[src/rtl/mem_copy_engine_if.sv]
// Bundles the engine's control, CPU pass-through and RAM-side signals.
// slave = engine side, master = CPU/RAM/environment side.
interface mem_copy_engine_if #(
  parameter int WORD_SIZE = 20,
  parameter int ADDR_SIZE = 16
);
  logic                 start_i;
  logic                 fill_i;
  logic [ADDR_SIZE-1:0] src_i;
  logic [ADDR_SIZE-1:0] dst_i;
  logic [ADDR_SIZE-1:0] len_i;
  logic [WORD_SIZE-1:0] fill_value_i;
  logic                 busy_o;
  logic                 done_o;
  logic [ADDR_SIZE-1:0] cpu_addr_i;
  logic [WORD_SIZE-1:0] cpu_value_i;
  logic                 cpu_write_i;
  logic [ADDR_SIZE-1:0] mem_addr_o;
  logic [WORD_SIZE-1:0] mem_value_o;
  logic                 mem_write_o;
  logic [WORD_SIZE-1:0] mem_value_i;

  modport slave (
    input  start_i, fill_i, src_i, dst_i, len_i, fill_value_i,
    input  cpu_addr_i, cpu_value_i, cpu_write_i, mem_value_i,
    output busy_o, done_o, mem_addr_o, mem_value_o, mem_write_o
  );

  modport master (
    output start_i, fill_i, src_i, dst_i, len_i, fill_value_i,
    output cpu_addr_i, cpu_value_i, cpu_write_i, mem_value_i,
    input  busy_o, done_o, mem_addr_o, mem_value_o, mem_write_o
  );
endinterface

[src/rtl/mem_copy_engine.sv]
// RAM copy/fill engine: copy takes 2 cycles/word (read then write), fill 1 cycle/word, done_o one cycle after the last write.
// No backpressure: the RAM accepts every access; while busy the CPU port and start_i are ignored.
module mem_copy_engine #(
  parameter int WORD_SIZE = 20,
  parameter int ADDR_SIZE = 16
) (
  input  logic               clk,
  input  logic               reset,
  mem_copy_engine_if.slave   bus
);
  typedef enum logic [1:0] {IDLE, READ, WRITE, FILL} state_t;

  state_t               state_q, state_d;
  logic [ADDR_SIZE-1:0] src_q, src_d;
  logic [ADDR_SIZE-1:0] dst_q, dst_d;
  logic [ADDR_SIZE-1:0] rem_q, rem_d;
  logic [WORD_SIZE-1:0] fill_val_q, fill_val_d;
  logic                 done_q, done_d;

  always_ff @(posedge clk or posedge reset) begin
    if (reset) begin
      state_q    <= IDLE;
      src_q      <= '0;
      dst_q      <= '0;
      rem_q      <= '0;
      fill_val_q <= '0;
      done_q     <= 1'b0;
    end else begin
      state_q    <= state_d;
      src_q      <= src_d;
      dst_q      <= dst_d;
      rem_q      <= rem_d;
      fill_val_q <= fill_val_d;
      done_q     <= done_d;
    end
  end

  always_comb begin
    state_d         = state_q;
    src_d           = src_q;
    dst_d           = dst_q;
    rem_d           = rem_q;
    fill_val_d      = fill_val_q;
    done_d          = 1'b0;
    bus.mem_addr_o  = bus.cpu_addr_i;
    bus.mem_value_o = bus.cpu_value_i;
    bus.mem_write_o = bus.cpu_write_i;

    case (state_q)
      IDLE: begin
        if (bus.start_i) begin
          // A zero-length request completes immediately without touching RAM.
          if (bus.len_i == '0) begin
            done_d = 1'b1;
          end else begin
            src_d      = bus.src_i;
            dst_d      = bus.dst_i;
            rem_d      = bus.len_i;
            fill_val_d = bus.fill_value_i;
            state_d    = bus.fill_i ? FILL : READ;
          end
        end
      end
      READ: begin
        bus.mem_addr_o  = src_q;
        bus.mem_value_o = '0;
        bus.mem_write_o = 1'b0;
        state_d         = WRITE;
      end
      WRITE, FILL: begin
        bus.mem_addr_o  = dst_q;
        bus.mem_value_o = (state_q == WRITE) ? bus.mem_value_i : fill_val_q;
        bus.mem_write_o = 1'b1;
        rem_d           = rem_q - 1'b1;
        src_d           = src_q + 1'b1;
        dst_d           = dst_q + 1'b1;
        if (rem_q == ADDR_SIZE'(1)) begin
          state_d = IDLE;
          done_d  = 1'b1;
        end else begin
          state_d = (state_q == WRITE) ? READ : FILL;
        end
      end
      default: state_d = IDLE;
    endcase
  end

  assign bus.busy_o = (state_q != IDLE);
  assign bus.done_o = done_q;
endmodule

[src/flat_wrapper.sv]
// flat-port wrapper written by rule: the top's interface ports become plain ports
module mem_copy_engine_flat 
#(
  parameter int WORD_SIZE = 20,
  parameter int ADDR_SIZE = 16
)
  (clk, reset, bus_start_i, bus_fill_i, bus_src_i, bus_dst_i, bus_len_i, bus_fill_value_i, bus_cpu_addr_i, bus_cpu_value_i, bus_cpu_write_i, bus_mem_value_i, bus_busy_o, bus_done_o, bus_mem_addr_o, bus_mem_value_o, bus_mem_write_o);
  mem_copy_engine_if #(.WORD_SIZE(WORD_SIZE), .ADDR_SIZE(ADDR_SIZE)) bus_i ();
  input  logic clk;
  input  logic reset;
  input wire logic [$bits(bus_i.start_i)-1:0] bus_start_i;
  input wire logic [$bits(bus_i.fill_i)-1:0] bus_fill_i;
  input wire logic [$bits(bus_i.src_i)-1:0] bus_src_i;
  input wire logic [$bits(bus_i.dst_i)-1:0] bus_dst_i;
  input wire logic [$bits(bus_i.len_i)-1:0] bus_len_i;
  input wire logic [$bits(bus_i.fill_value_i)-1:0] bus_fill_value_i;
  input wire logic [$bits(bus_i.cpu_addr_i)-1:0] bus_cpu_addr_i;
  input wire logic [$bits(bus_i.cpu_value_i)-1:0] bus_cpu_value_i;
  input wire logic [$bits(bus_i.cpu_write_i)-1:0] bus_cpu_write_i;
  input wire logic [$bits(bus_i.mem_value_i)-1:0] bus_mem_value_i;
  output wire logic [$bits(bus_i.busy_o)-1:0] bus_busy_o;
  output wire logic [$bits(bus_i.done_o)-1:0] bus_done_o;
  output wire logic [$bits(bus_i.mem_addr_o)-1:0] bus_mem_addr_o;
  output wire logic [$bits(bus_i.mem_value_o)-1:0] bus_mem_value_o;
  output wire logic [$bits(bus_i.mem_write_o)-1:0] bus_mem_write_o;
  assign bus_i.start_i = bus_start_i;
  assign bus_i.fill_i = bus_fill_i;
  assign bus_i.src_i = bus_src_i;
  assign bus_i.dst_i = bus_dst_i;
  assign bus_i.len_i = bus_len_i;
  assign bus_i.fill_value_i = bus_fill_value_i;
  assign bus_i.cpu_addr_i = bus_cpu_addr_i;
  assign bus_i.cpu_value_i = bus_cpu_value_i;
  assign bus_i.cpu_write_i = bus_cpu_write_i;
  assign bus_i.mem_value_i = bus_mem_value_i;
  assign bus_busy_o = bus_i.busy_o;
  assign bus_done_o = bus_i.done_o;
  assign bus_mem_addr_o = bus_i.mem_addr_o;
  assign bus_mem_value_o = bus_i.mem_value_o;
  assign bus_mem_write_o = bus_i.mem_write_o;
  mem_copy_engine #(.WORD_SIZE(WORD_SIZE), .ADDR_SIZE(ADDR_SIZE)) u_core (.clk(clk), .reset(reset), .bus(bus_i));
endmodule
[config.mk]
export PLATFORM = sky130hd
export DESIGN_NAME = mem_copy_engine_flat
export DESIGN_NICKNAME = d
export VERILOG_FILES = /design/src/rtl/mem_copy_engine_if.sv /design/src/rtl/mem_copy_engine.sv /design/src/flat_wrapper.sv
export SDC_FILE = /design/constraint.sdc
export NUM_CORES = 1
export LEC_CHECK = 0
export CAP_MARGIN = 25
export CORE_ASPECT_RATIO = 1.1
export CORE_MARGIN = 10
export CORE_UTILIZATION = 40
export DETAILED_ROUTE_END_ITERATION = 6
export PLACE_DENSITY = 0.73
export SLEW_MARGIN = 5
export SYNTH_ARGS = -nofsm -noshare
export SYNTH_HDL_FRONTEND = slang
export SYNTH_SLANG_ARGS = --single-unit
[constraint.sdc]
create_clock -name clk -period 2.65 [get_ports clk]
set_input_delay 0.6625 -clock clk [delete_from_list [all_inputs] [get_ports clk]]
set_output_delay 0.6625 -clock clk [all_outputs]
set_load 0.005 [all_outputs]
Word-level counts from Yosys, hierarchy flattened. Cells that the tools add are included.

Multiplexer cells: 23. $add $sub $neg: 3. Reduce and logical (&&, ||, !) cells: 8. Bitwise gates (word level): 1. Equality and inequality tests: 6.

Operator list (number): case mux 16 bit (2 select lines) (4); 2-to-1 mux 16 bit (6); case mux 20 bit (2 select lines) (1); adder 16 x 1 -> 16 bit, second input constant (2); 2-to-1 mux 20 bit (1); equality test 16 x 1 -> 1 bit, second input constant (1); zero test 16 bit (1); subtractor 16 x 1 -> 16 bit, second input constant (1); 2-to-1 mux 2 bit (5); case mux 2 bit (3 select lines) (1); AND reduction 3 bit (2); equality test 2 bit, second input constant (2); inequality test 2 bit, second input constant (2); case mux 1 bit (2 select lines) (2); nonzero test 2 bit (2); 2-to-1 mux 1 bit (3); equality test 2 x 1 -> 1 bit, second input constant (1); zero test 2 bit (1); AND reduction 2 bit (1); OR reduction 2 bit (1); inverter 1 bit (1).

Logic and storage cells: 47. Register bits: 71. Bits of input ports: 129.

Logic depth before layout (Yosys ltp).
Word-level depth: 4. Depth in mapped cells: 7. Depth with buffers taken out: 7.

Worst setup path after synthesis. Ideal clock, no wire load.

Kind: register to output. From: register u_core.state_q[1]. To: output bus_mem_value_o[0]. Arrival time: 1.381 ns. Slack: 0.606 ns. Cell stages (with the launch flop): 6. Required time: 1.987 ns. Path through: dfrtp_1 > clkinv_1 > nor2_1 > clkbuf_1 > nand2_1 > o21ai_0.

Word-level cells in the longest chain between the ends: 3. Elaborated cells on any way between the ends: 6. Those cells by class: eq/ne: 3; mux: 2; reduce/logical: 1.

RTL lines: start: declaration (RTL line mem_copy_engine.sv:13) `state_t state_q, state_d;`; start signal: assignment (RTL line mem_copy_engine.sv:29) `state_q <= state_d;`; equality test 2 bit (on tied branches) (RTL line mem_copy_engine.sv:49, mem_copy_engine.sv:72); 2-to-1 mux 20 bit or OR reduction 2 bit (tied branches) (RTL line mem_copy_engine.sv:72, mem_copy_engine.sv:49); case mux 20 bit (2 select lines) (*) (RTL line mem_copy_engine.sv:49) `case (state_q)`; end: declaration (RTL line flat_wrapper.sv:24) `output wire logic [$bits(bus_i.mem_value_o)-1:0] bus_mem_value_o;`.

Every way passes the cells marked *; elsewhere a longest branch is shown, timed or not.

Worst setup path in the final report.
From: input bus_cpu_addr_i[3]. To: output bus_mem_addr_o[3].

Word-level cells in the longest chain between the ends: 1.

RTL lines: start: declaration (RTL line flat_wrapper.sv:17) `input wire logic [$bits(bus_i.cpu_addr_i)-1:0] bus_cpu_addr_i;`; case mux 16 bit (2 select lines) (RTL line mem_copy_engine.sv:49); end: declaration (RTL line flat_wrapper.sv:23) `output wire logic [$bits(bus_i.mem_addr_o)-1:0] bus_mem_addr_o;`.

Every way passes these cells.

==> results.toml <==
[timing]
fmax_mhz = 382.8
final.setup.worst_slack_ps = 37.48
max-slew-margin-rel_pct = 54.53
finalHoldViolCount = 0
hold_ws_ps = 479.6
min_period_ps = 2613
fin_worst_skew_ps = 4.965
setup-violations-final = 0
final_max_slew_viol_count = 0
worst_slew_pin_slew_ps = 679.5
post-route-period-util_pct = 98.59
rsz0062_at_grt = "true"

[logic_synthesis]
synth_flop_cell = "dfrtp_1"
synth_cells = 531
syn_area_per_cell_sq_um = 8.447
syn_area_sq_mm = 0.004486
ys_warn_count = 0
ys_seq_area_share_pct = 39.61
ys_ff_latch = 71
synth_edf_count = 0
syn_nets = 664
synth.distinct_cells = 53
async_flop_share_pct = 100.0

[critical_path]
critPathLaunchType = "primary input"
r2r_start = "u_core.state_q[1]"
critPathCaptureType = "primary output"
cp.required_ps = 1990
crit_start = "bus_cpu_addr_i[3]"
crit_type = "in -> out"
worstPathMaxFanout = 1
arrival_ps = 1950

[power]
finalPower_mw = 6.734
power.static_leakage_nw = 3.249
p_sw_mw = 2.646
ir_drop_mv = 0.3913
pwr-share-comb_pct = 51.0
seq_power_share_pct = 32.8
swShare_pct = 39.29
power_density_mw_per_mm2 = 992.5
p_clk_share_pct = 16.2
power.internal_mw = 4.089

[clocking]
cts_buffers = 9
insertion_delay_ps = 340
postCtsHoldBufs = 0
htreeDepth = 3
cts_sinks = 71
clkTransAtPathRegs_ps = 50
cts_tree = "done"
ctsLongestPathBuffers = 2
clockRootBuffer = "clkbuf_16"

[detailed_routing]
drt_iter0_markers = 470
post_drt_wl_per_cell_um = 18.56
num_vias = 4676
first_pass_iters = 5
vias_per_cell = 5.495
drc = 0
ant_nets = 0
routed_wl_mm = 15.79

[job]
cap_violations = 0

[place]
dp_slack_ps = -177.5
place_hpwl_mm = 11.93
port_buffers = 167
gp_congestion = 0.8870

[min_path]
worstHoldStart = "u_core.fill_val_q[18]"
hp-class = "reg -> reg"

[cells_and_area]
drive_gt1_share_pct = 7.244
syn_to_final_growth_pct = 51.27
antenna_cells = 0
nets = 833
fin_util_pct = 61.91
nFillCells = 953

[die]
coreArea_sq_mm = 0.01096
die_h_um = 131.1
rows = 40
die_w_um = 121.0
die_area_sq_mm = 0.01585
top_level_ports = 168
start_util_pct = 40.92

[grt]
overflow = 0
antenna_found_initial = 0
grt_first_pass_wirelength_mm = 24.29
grt_max_degree = 72
grt_pass1_vias = 4743
grt_use_total_pct = 19.36

[status]
status = "finished clean"
==> cell families (layout without fill, tap and decap cells) <==
group | count (synthesis) | in the layout | share of synthesized area, %
and+or+nand+nor | 237 | 237 | 25.11
xor gates and xnor gates | 26 | 26 | 5.077
DFF | 71 | 71 | 39.61
muxes | 41 | 41 | 9.149
AOI/OAI and AO/OA | 110 | 110 | 15.84
buffers and inverters | 42 | 215 | 4.100
adders and majority gates | 4 | 4 | 1.116
==> path summary, 6_finish.rpt <==
path                                              end  slack [ps]  depth (start not counted)
worst max-delay path                bus_mem_addr_o[3]          40                          4
worst min-delay path            u_core.fill_val_q[18]         480                          2
worst max register to register       u_core.dst_q[14]         320                          7
worst min register to register  u_core.fill_val_q[18]         480                          2
max in group asynchronous           u_core.state_q[1]        1580                          3
min in group asynchronous       u_core.fill_val_q[16]         730                          3
==> cell usage after synthesis (2+ instances only) <==
library cell	instances	area share, %
a211oi_1	6	1.0
a21oi_1	11	1.2
a221o_1	13	2.9
a22oi_1	7	1.2
and2_1	4	0.56
and3_1	2	0.28
and4_1	3	0.59
buf_1	3	0.25
buf_2	14	1.6
buf_4	2	0.33
clkbuf_1	14	1.2
dfrtp_1	71	40
ha_1	4	1.1
inv_1	7	0.59
mux2i_1	41	9.1
nand2_1	132	11
nand2b_1	3	0.42
nand3_1	15	1.7
nand4_1	8	1.1
nor2_1	24	2.0
nor2b_1	6	0.84
nor3_1	12	1.3
nor3b_1	11	1.8
nor4_2	4	1.1
o211ai_1	3	0.50
o21a_1	2	0.33
o21ai_0	52	5.8
o22ai_1	6	0.84
or3_1	3	0.42
xnor2_1	11	2.1
xor2_1	15	2.9
==> cells in the final DEF, fill, tap and decap left out, drive strengths merged, types with 3 or more instances in the layout <==
master         instances
a21oi                 11
and4                   3
dlymetal6s2s          21
nor3b                 11
nor2b                  6
o22ai                  6
nor2                  24
inv                    7
nand2                132
dfrtp                 71
ha                     4
nand4                  8
o21ai                 53
and2                   4
mux2i                 41
a22oi                  7
buf                   25
nand2b                 3
a221o                 13
xnor2                 11
o211ai                 3
nor4                   5
nand3                 15
nor3                  13
clkdlybuf4s50        145
clkbuf                14
a211oi                 6
xor2                  15
or3                    4
==> final cells by class <==
class	instances	area [sq um]	share of cell area, %
clock buffer	14	254.0	3.743
timing repair buffer	192	1984	29.25
sequential	71	1780	26.24
inverter	8	30.03	0.4426
clock inverter	1	5.005	0.07376
tap	147	183.9	2.711
multi-input combinational	418	2547	37.54
==> power groups by stage <==
stage,clock (mW),combinational [mW],sequential (mW)
finish,1.09,3.44,2.21
global route,1.15,3.80,2.27
CTS,1.11,3.48,2.19
detailed placement,0,3.45,2.19
global placement,0,3.36,2.16
floorplan,0,1.95,1.98
==> registers in the layout, indices dropped and copies added (netlist names) <==
name	cells
u_core.dst_q	16
u_core.bus.done_o	1
u_core.rem_q	16
u_core.state_q	2
u_core.fill_val_q	20
u_core.src_q	16
==> critical path, cell delays in order <==
cell and delay [ps]:
clkdlybuf4s50_1 460, mux2i_1 100, o21ai_0 170, clkdlybuf4s50_1 560
==> metal layers <==
metal  up-vias  wire length [um]  share of wire [%]  global-route usage, %
met5         -                 0                  0                      0
met3        22              1734                 11                  8.612
met1      2244              6153                 39                  21.75
met4         0               270                1.7                  7.173
li1       2212                 -                  -                      -
met2       198              7634                 48                  31.84
==> repair_timing <==
| action | 4_1_cts | 5_1_grt |
|---|---|---|
| endpoints found under the setup margin | 5 | 25 |
| setup buffers | 0 | 0 |
| pin swaps | 0 | 2 |
| gates cloned | 0 | 1 |
| resized for setup | 8 | 32 |
==> metrics by stage <==
stage               cell area [sq um]  std cells  TNS (ps)
floorplan                        4486        531         0
finish                           6785        851         0
global placement                 6445        835    -500.3
global route                     6785        851         0
CTS                              6710        850         0
detailed placement               6445        835    -458.3
Note: power is estimated with default switching activity, not from simulation.
